==> src/rtl/dec_arb_pkg.sv <==
// Shared constants and state type for the decimator output arbiter.
package dec_arb_pkg;
  localparam int DEF_DATA_W = 24;
  localparam int N_SRC      = 4;
  localparam int SRC_W      = 2;

  typedef enum logic {IDLE, SEND} state_t;
endpackage

==> src/rtl/dec_out_arbiter_rr_grant4.sv <==
// Combinational 4-way round-robin picker: first request after 'last', wrapping.
module rr_grant4
  import dec_arb_pkg::*;
(
  input  logic [N_SRC-1:0] req,
  input  logic [SRC_W-1:0] last,
  output logic             gnt_vld,
  output logic [SRC_W-1:0] gnt_idx
);

  logic [SRC_W-1:0] idx;

  // Scan farthest offset first so the nearest request overwrites earlier hits.
  always_comb begin
    gnt_vld = 1'b0;
    gnt_idx = last;
    idx     = last;
    for (int k = N_SRC; k >= 1; k--) begin
      idx = last + SRC_W'(k);
      if (req[idx]) begin
        gnt_vld = 1'b1;
        gnt_idx = idx;
      end
    end
  end

endmodule

==> src/rtl/dec_out_arbiter.sv <==
// Four-source single-word-buffered output arbiter with round-robin grant.
// Optional sticky overrun flags when DEC_ARB_OVF_EN is defined.
module dec_out_arbiter
  import dec_arb_pkg::*;
#(
  parameter int DATA_W = DEF_DATA_W
)(
  input  logic                    clk,
  input  logic                    rst,
  input  logic [N_SRC-1:0]        in_valid,
  input  logic [N_SRC*DATA_W-1:0] in_data,
  output logic                    out_valid,
  input  logic                    out_ready,
  output logic [DATA_W-1:0]       out_data,
  output logic [SRC_W-1:0]        out_src
`ifdef DEC_ARB_OVF_EN
  ,
  input  logic                    ovf_clr,
  output logic [N_SRC-1:0]        ovf
`endif
);

  state_t           state;
  logic [N_SRC-1:0] pend;
  logic [DATA_W-1:0] hold [N_SRC];
  logic [SRC_W-1:0] last_grant;

  logic             gnt_vld;
  logic [SRC_W-1:0] gnt_idx;
  logic             grant;
  logic [N_SRC-1:0] win;
  logic [N_SRC-1:0] cap;

  rr_grant4 u_rr (
    .req     (pend),
    .last    (last_grant),
    .gnt_vld (gnt_vld),
    .gnt_idx (gnt_idx)
  );

  assign grant = gnt_vld && ((state == IDLE) || out_ready);

  // A source being granted frees its slot this cycle, so it may recapture.
  always_comb begin
    win          = '0;
    win[gnt_idx] = grant;
    cap          = in_valid & (~pend | win);
  end

  always_ff @(posedge clk) begin
    if (rst) begin
      state      <= IDLE;
      pend       <= '0;
      out_valid  <= 1'b0;
      out_data   <= '0;
      out_src    <= '0;
      last_grant <= SRC_W'(N_SRC - 1);
      for (int i = 0; i < N_SRC; i++) hold[i] <= '0;
    end else begin
      for (int i = 0; i < N_SRC; i++)
        if (cap[i]) hold[i] <= in_data[i*DATA_W +: DATA_W];
      pend <= cap | (pend & ~win);
      if (grant) begin
        out_data   <= hold[gnt_idx];
        out_src    <= gnt_idx;
        out_valid  <= 1'b1;
        last_grant <= gnt_idx;
        state      <= SEND;
      end else if (state == SEND && out_ready) begin
        out_valid <= 1'b0;
        state     <= IDLE;
      end
    end
  end

`ifdef DEC_ARB_OVF_EN
  logic [N_SRC-1:0] drop;
  assign drop = in_valid & pend & ~win;

  // A drop coinciding with a clear wins so no overrun goes unreported.
  always_ff @(posedge clk) begin
    if (rst)          ovf <= '0;
    else if (ovf_clr) ovf <= drop;
    else              ovf <= ovf | drop;
  end
`endif

endmodule

==> config.mk <==
export PLATFORM = sky130hd
export DESIGN_NAME = dec_out_arbiter
export DESIGN_NICKNAME = d
export VERILOG_FILES = /design/src/rtl/dec_arb_pkg.sv /design/src/rtl/dec_out_arbiter_rr_grant4.sv /design/src/rtl/dec_out_arbiter.sv
export SDC_FILE = /design/constraint.sdc
export NUM_CORES = 1
export LEC_CHECK = 0
export BUFFER_PORTS_ARGS = -buffer_cell sky130_fd_sc_hd__buf_2
export CAP_MARGIN = 20
export CORE_UTILIZATION = 46
export CTS_BUF_LIST = sky130_fd_sc_hd__clkbuf_2 sky130_fd_sc_hd__clkbuf_4 sky130_fd_sc_hd__clkbuf_8
export DETAILED_ROUTE_END_ITERATION = 10
export GPL_TIMING_DRIVEN = 0
export PLACE_DENSITY = 0.79
export SYNTH_ARGS = -nofsm -noshare
export SYNTH_HDL_FRONTEND = slang
export SYNTH_SLANG_ARGS = --single-unit
export TNS_END_PERCENT = 1
==> constraint.sdc <==
create_clock -name clk -period 3.2 [get_ports clk]
set_input_delay 0.64 -clock clk [delete_from_list [all_inputs] [get_ports clk]]
set_output_delay 0.64 -clock clk [all_outputs]
set_load 0.005 [all_outputs]
### Word-level counts from Yosys, hierarchy flattened

Memory sizes are Yosys's and may differ from the RTL's. A register that Yosys moved wholly into a read port is not among the register bits.
Index checks and enable logic that the tools add are counted.

| cells by class | value |
|---|---|
| add/subtract/negate cells | 3 |
| multiply operators | 0 |
| divide/modulo/power cells | 0 |
| order comparisons | 6 |
| equal/unequal tests | 0 |
| shifts and indexed selects | 0 |
| mux-type cells | 37 |
| bitwise logic cells | 12 |
| reduce and logical (&&, ||, !) cells | 5 |

Operators by type and width:

| kind | number |
|---|---|
| $mux W24 | 4 |
| $mux W1 | 25 |
| $lt A2 B3 Y1 const B | 5 |
| $and A4 B4 Y4 | 3 |
| $bmux W1 S2 | 4 |
| $not A4 Y4 | 2 |
| $or A4 B4 Y4 | 2 |
| $mux W2 | 3 |
| $add A2 B2 Y2 const B | 2 |
| $or A1 B1 Y1 | 4 |
| $logic_and A1 B1 Y1 | 3 |
| $add A2 B1 Y2 const B | 1 |
| $demux W1 S2 | 1 |
| $ge A2 B1 Y1 const B | 1 |
| $reduce_bool A2 Y1 | 1 |
| $logic_or A1 B1 Y1 | 1 |
| $not A1 Y1 | 1 |

| word-level totals | value |
|---|---|
| register bits after elaboration | 9 |
| latch bits | 0 |
| bits in writable memories | 96 |
| memory bits (read-only) | 0 |
| bits of input ports | 103 |
| word-level logic and storage cells | 68 |
| memories | 1 |

Memory list:

| name | depth | bits a word | read ports | clocked after memory_dff | write ports | RTL line | text |
|---|---|---|---|---|---|---|---|
| hold | 4 | 24 | 1 | 1 | 4 | dec_out_arbiter.sv:25 | `logic [DATA_W-1:0] hold [N_SRC];` |

### Logic depth before layout (Yosys ltp)

| logic depth | value |
|---|---|
| depth after elaboration | 17 |
| gate-level depth with buffers | 8 |

### Cells and area by module

From an unflattened synthesis, not the netlist that was laid out.

| second synthesis, totals | value |
|---|---|
| cells, all modules | 435 |
| area, all modules | 5711.7 um^2 |

By module, submodules not included:

| module | times used | cells an instance | area an instance (um^2) | seq. area each (um^2) |
|---|---|---|---|---|
| dec_out_arbiter | 1 | 421 | 5629.1 | 3543.4 |
| rr_grant4 | 1 | 14 | 82.6 | 0.0 |

### Worst setup path before layout

No wires, ideal clock.

| timing path | value |
|---|---|
| path kind | register -> register |
| from | register pend[1] |
| to | memory hold[3][0] (netlist name) (enable) |
| library setup time | 0.410 ns |
| arrival | 2.662 ns |
| data required time | 2.790 ns |
| setup slack | 0.127 ns |
| stages on the path, launching flop included | 9 |
| path buffers | 3 |
| period minus slack after synthesis | 3.073 ns |
| cell sequence | dfxtp_1 > nor2b_1 > o21a_1 > buf_4 > nor3_4 > o31a_1 > buf_4 > buf_6 > o21bai_1 |

RTL lines:

| what | RTL line | text |
|---|---|---|
| start, declared | dec_out_arbiter.sv:24 | `logic [N_SRC-1:0] pend;` |
| start signal, assigned | dec_out_arbiter.sv:62 | `pend <= cap \| (pend & ~win);` |
| end, declared | dec_out_arbiter.sv:25 |  |

==> metrics.txt <==
Clock Pin Slew Worst Setup and Hold Paths=70 ps; row count=42; pins over their slew limit=0; TritonCTS clock tree=done; CTS Hold Bufs=0; GRT busiest layer=met2; most frequent cells after synthesis=96 x edfxtp_1, 57 x nor3b_1, 39 x nor3b_2, 33 x dfxtp_1, 31 x clkbuf_1; crit-path most repeated cell=buf_4; Tightest Pin Transition=703 ps; sequential area share after synthesis=56.9%; violated checks=design-rule violations; WL final=13.6 mm; first-pass GRT wire length=22.0 mm; Detail Route Antenna Nets=0; All-Layer GR Usage=20.3%; Mapped Area=0.00623 mm²; Final setup viols=0; WL/cell=16.5 µm; Buffers & Inverters on Critical Path=4; CTS buffer count=17; layout cells sized above 1=40.7%; GR met3 Demand/Resource=4.44%; worst hold path type=reg -> reg; Leakage=0.00286 µW; routability cong.=0.809; syn nets=581; R2R depth=9; post_cts resized=0; Yosys warning count=0; RSZ-0062 raised after global routing=no; crit path kind=reg -> reg; CP Max Fanout=14; Root Buffer=clkbuf_8; hold path depth=2; starting density of the core=47.1%; H-tree depth=4; most common cell in the netlist=edfxtp_1; Final Core Density=56.8%; M2 GR Usage=34.0%; worst flop-to-flop path startpoint=pend[3]; endpoints failing hold=0; Sum Neg Setup Slack=0 ps; Top-Level Pins=130; Arr. time, crit path=2870 ps; crit path cell chain=nor2b_4 > o21a_1 > buf_4 > nor3_4 > o31a_1 > buf_4 > buf_6 > o21bai_2 > buf_8; DR iter-0 viols=301; synth-to-layout area growth=20.7%; post-synthesis cell type count=38; power density cells=540 mW/mm²; CTS Buffer Depth=2; syn_area_per_cell=13.0 µm²; CTS sink count=129; Data required, critical path=3330 ps; slowest library cell on the worst path=dfxtp_1; Worst slew margin=53.2%; hold path endpoint=out_src[1]; Worst Hold Launch=out_src[1]; post-layout power=4060 µW; DRC viols=2; Synth Register Bits=129; Port-buffer cells=129; crit-path leading delay family=compound AO/OA/AOI/OAI gates; Worst Skew=14.1 ps; Main synth FF type=edfxtp_1; routed vias/inst=5.27; vias in the first global route=4440; Final Cycle Share=85.6%; top-area cell type share of the netlist area=46.3%; core box area=0.0132 mm²; clk_lat worst skew=430 ps; top post-synthesis cells by area=edfxtp_1 46%, dfxtp_1 11%, nor3b_2 7.8%; DIE AREA=0.0140 mm²; fin nets=733; number of synthesized flops with an enable pin=96; Max Fclk=365 MHz; FFs w/ async S/R, synth=0%; Tmin final=2740 ps; largest net degree at the start of global routing=17; met1 usage=25.6%; Critical Path Max Stage Delay=460 ps; TritonRoute pass-1 iters=8; Die Span Y=118 µm; GRT overflow=0; # Max-Cap Violations=0; area leader, netlist=edfxtp_1; dpl hpwl=10.4 mm; reg2reg end=hold[3][1]; Worst Setup Start Kind=flip-flop; Max VDD drop=0.260 mV; Setup Buffers After CTS=0; via count=4320; register-to-register setup slack=460 ps; Worst setup EP type=flip-flop; Syn Inst Count=478; status=finished with violations; die width=118 µm; antenna violations before repair=0; number of diodes=0
worst reg2reg max path, cell delays in order (launching register included):
cell,delay (ps)
dfxtp_1,460
nor2b_4,240
o21a_1,150
buf_4,150
nor3_4,90
o31a_1,330
buf_4,170
buf_6,160
o21bai_2,460
buf_8,240
per-stage QoR:
| step | hold slack (ps) | cell area [µm²] | instances | setup WS (ps) |
|---|---|---|---|---|
| finish | 456 | 7520 | 819 | 460 |
| global route | 471 | 7520 | 819 | 260 |
| CTS | 453 | 7520 | 819 | 465 |
| detailed placement | 447 | 7170 | 787 | 474 |
| global placement | 448 | 7100 | 783 | -393 |
| floorplan | 453 | 6230 | 478 | 127 |
sequential cells by signal (all words and copies together), names as in the netlist:
name / cells
last_grant: 2
pend: 4
out_data: 24
out_src: 2
hold: 96
state: 1
area by class of cell:
type / instances / area, µm²
clock inverter: 14 / 106
sequential: 129 / 3540
buffer: 50 / 282
timing repair buffer: 133 / 706
fill: 1123 / 5720
inverter: 6 / 22.5
multi-input combinational: 293 / 2400
clock buffer: 18 / 241
tap: 176 / 220
placed cells by master (no fill, tap or decap), types with 10 or more instances in the layout:
cell type,n
a21bo_2,24
buf_2,135
buf_6,10
clkbuf_1,31
clkbuf_8,17
dfxtp_1,33
edfxtp_1,96
mux2i_1,24
nand2_1,29
nand4_1,24
nor3b_1,57
nor3b_2,39
o211ai_1,24
o31ai_1,24
per-layer routing:
layer,part of all wire (%),wire length [µm]
met1,43,5800
met2,50,6830
met3,5.1,686
met4,1.7,235
met5,0,0
worst max path at each step:
stage / start / to / cells past startpoint
global placement: out_ready / hold[3][4] / 7
CTS: pend[1] / hold[3][1] / 9
floorplan: pend[1] / hold[3][0] / 8
detailed placement: out_ready / hold[3][4] / 8
finish: pend[3] / hold[3][1] / 9
global route: pend[3] / hold[2][10] / 8
report_power, final:
group	leakage, µW	internal (µW)	switching [µW]
clock	0.000160	551	662
sequential	0.00131	1990	79.1
combinational	0.00139	350	434
logic make-up (layout without fill, tap and decap cells):
family / after synthesis / after routing / share of synthesized area [%]
DFF: 129 / 129 / 56.9
muxes: 24 / 24 / 3.86
AOI/OAI and AO/OA: 99 / 99 / 13.4
buffers and inverters: 56 / 221 / 4.88
and+or+nand+nor: 170 / 170 / 21.0
Note: power is estimated with default switching activity, not from simulation.
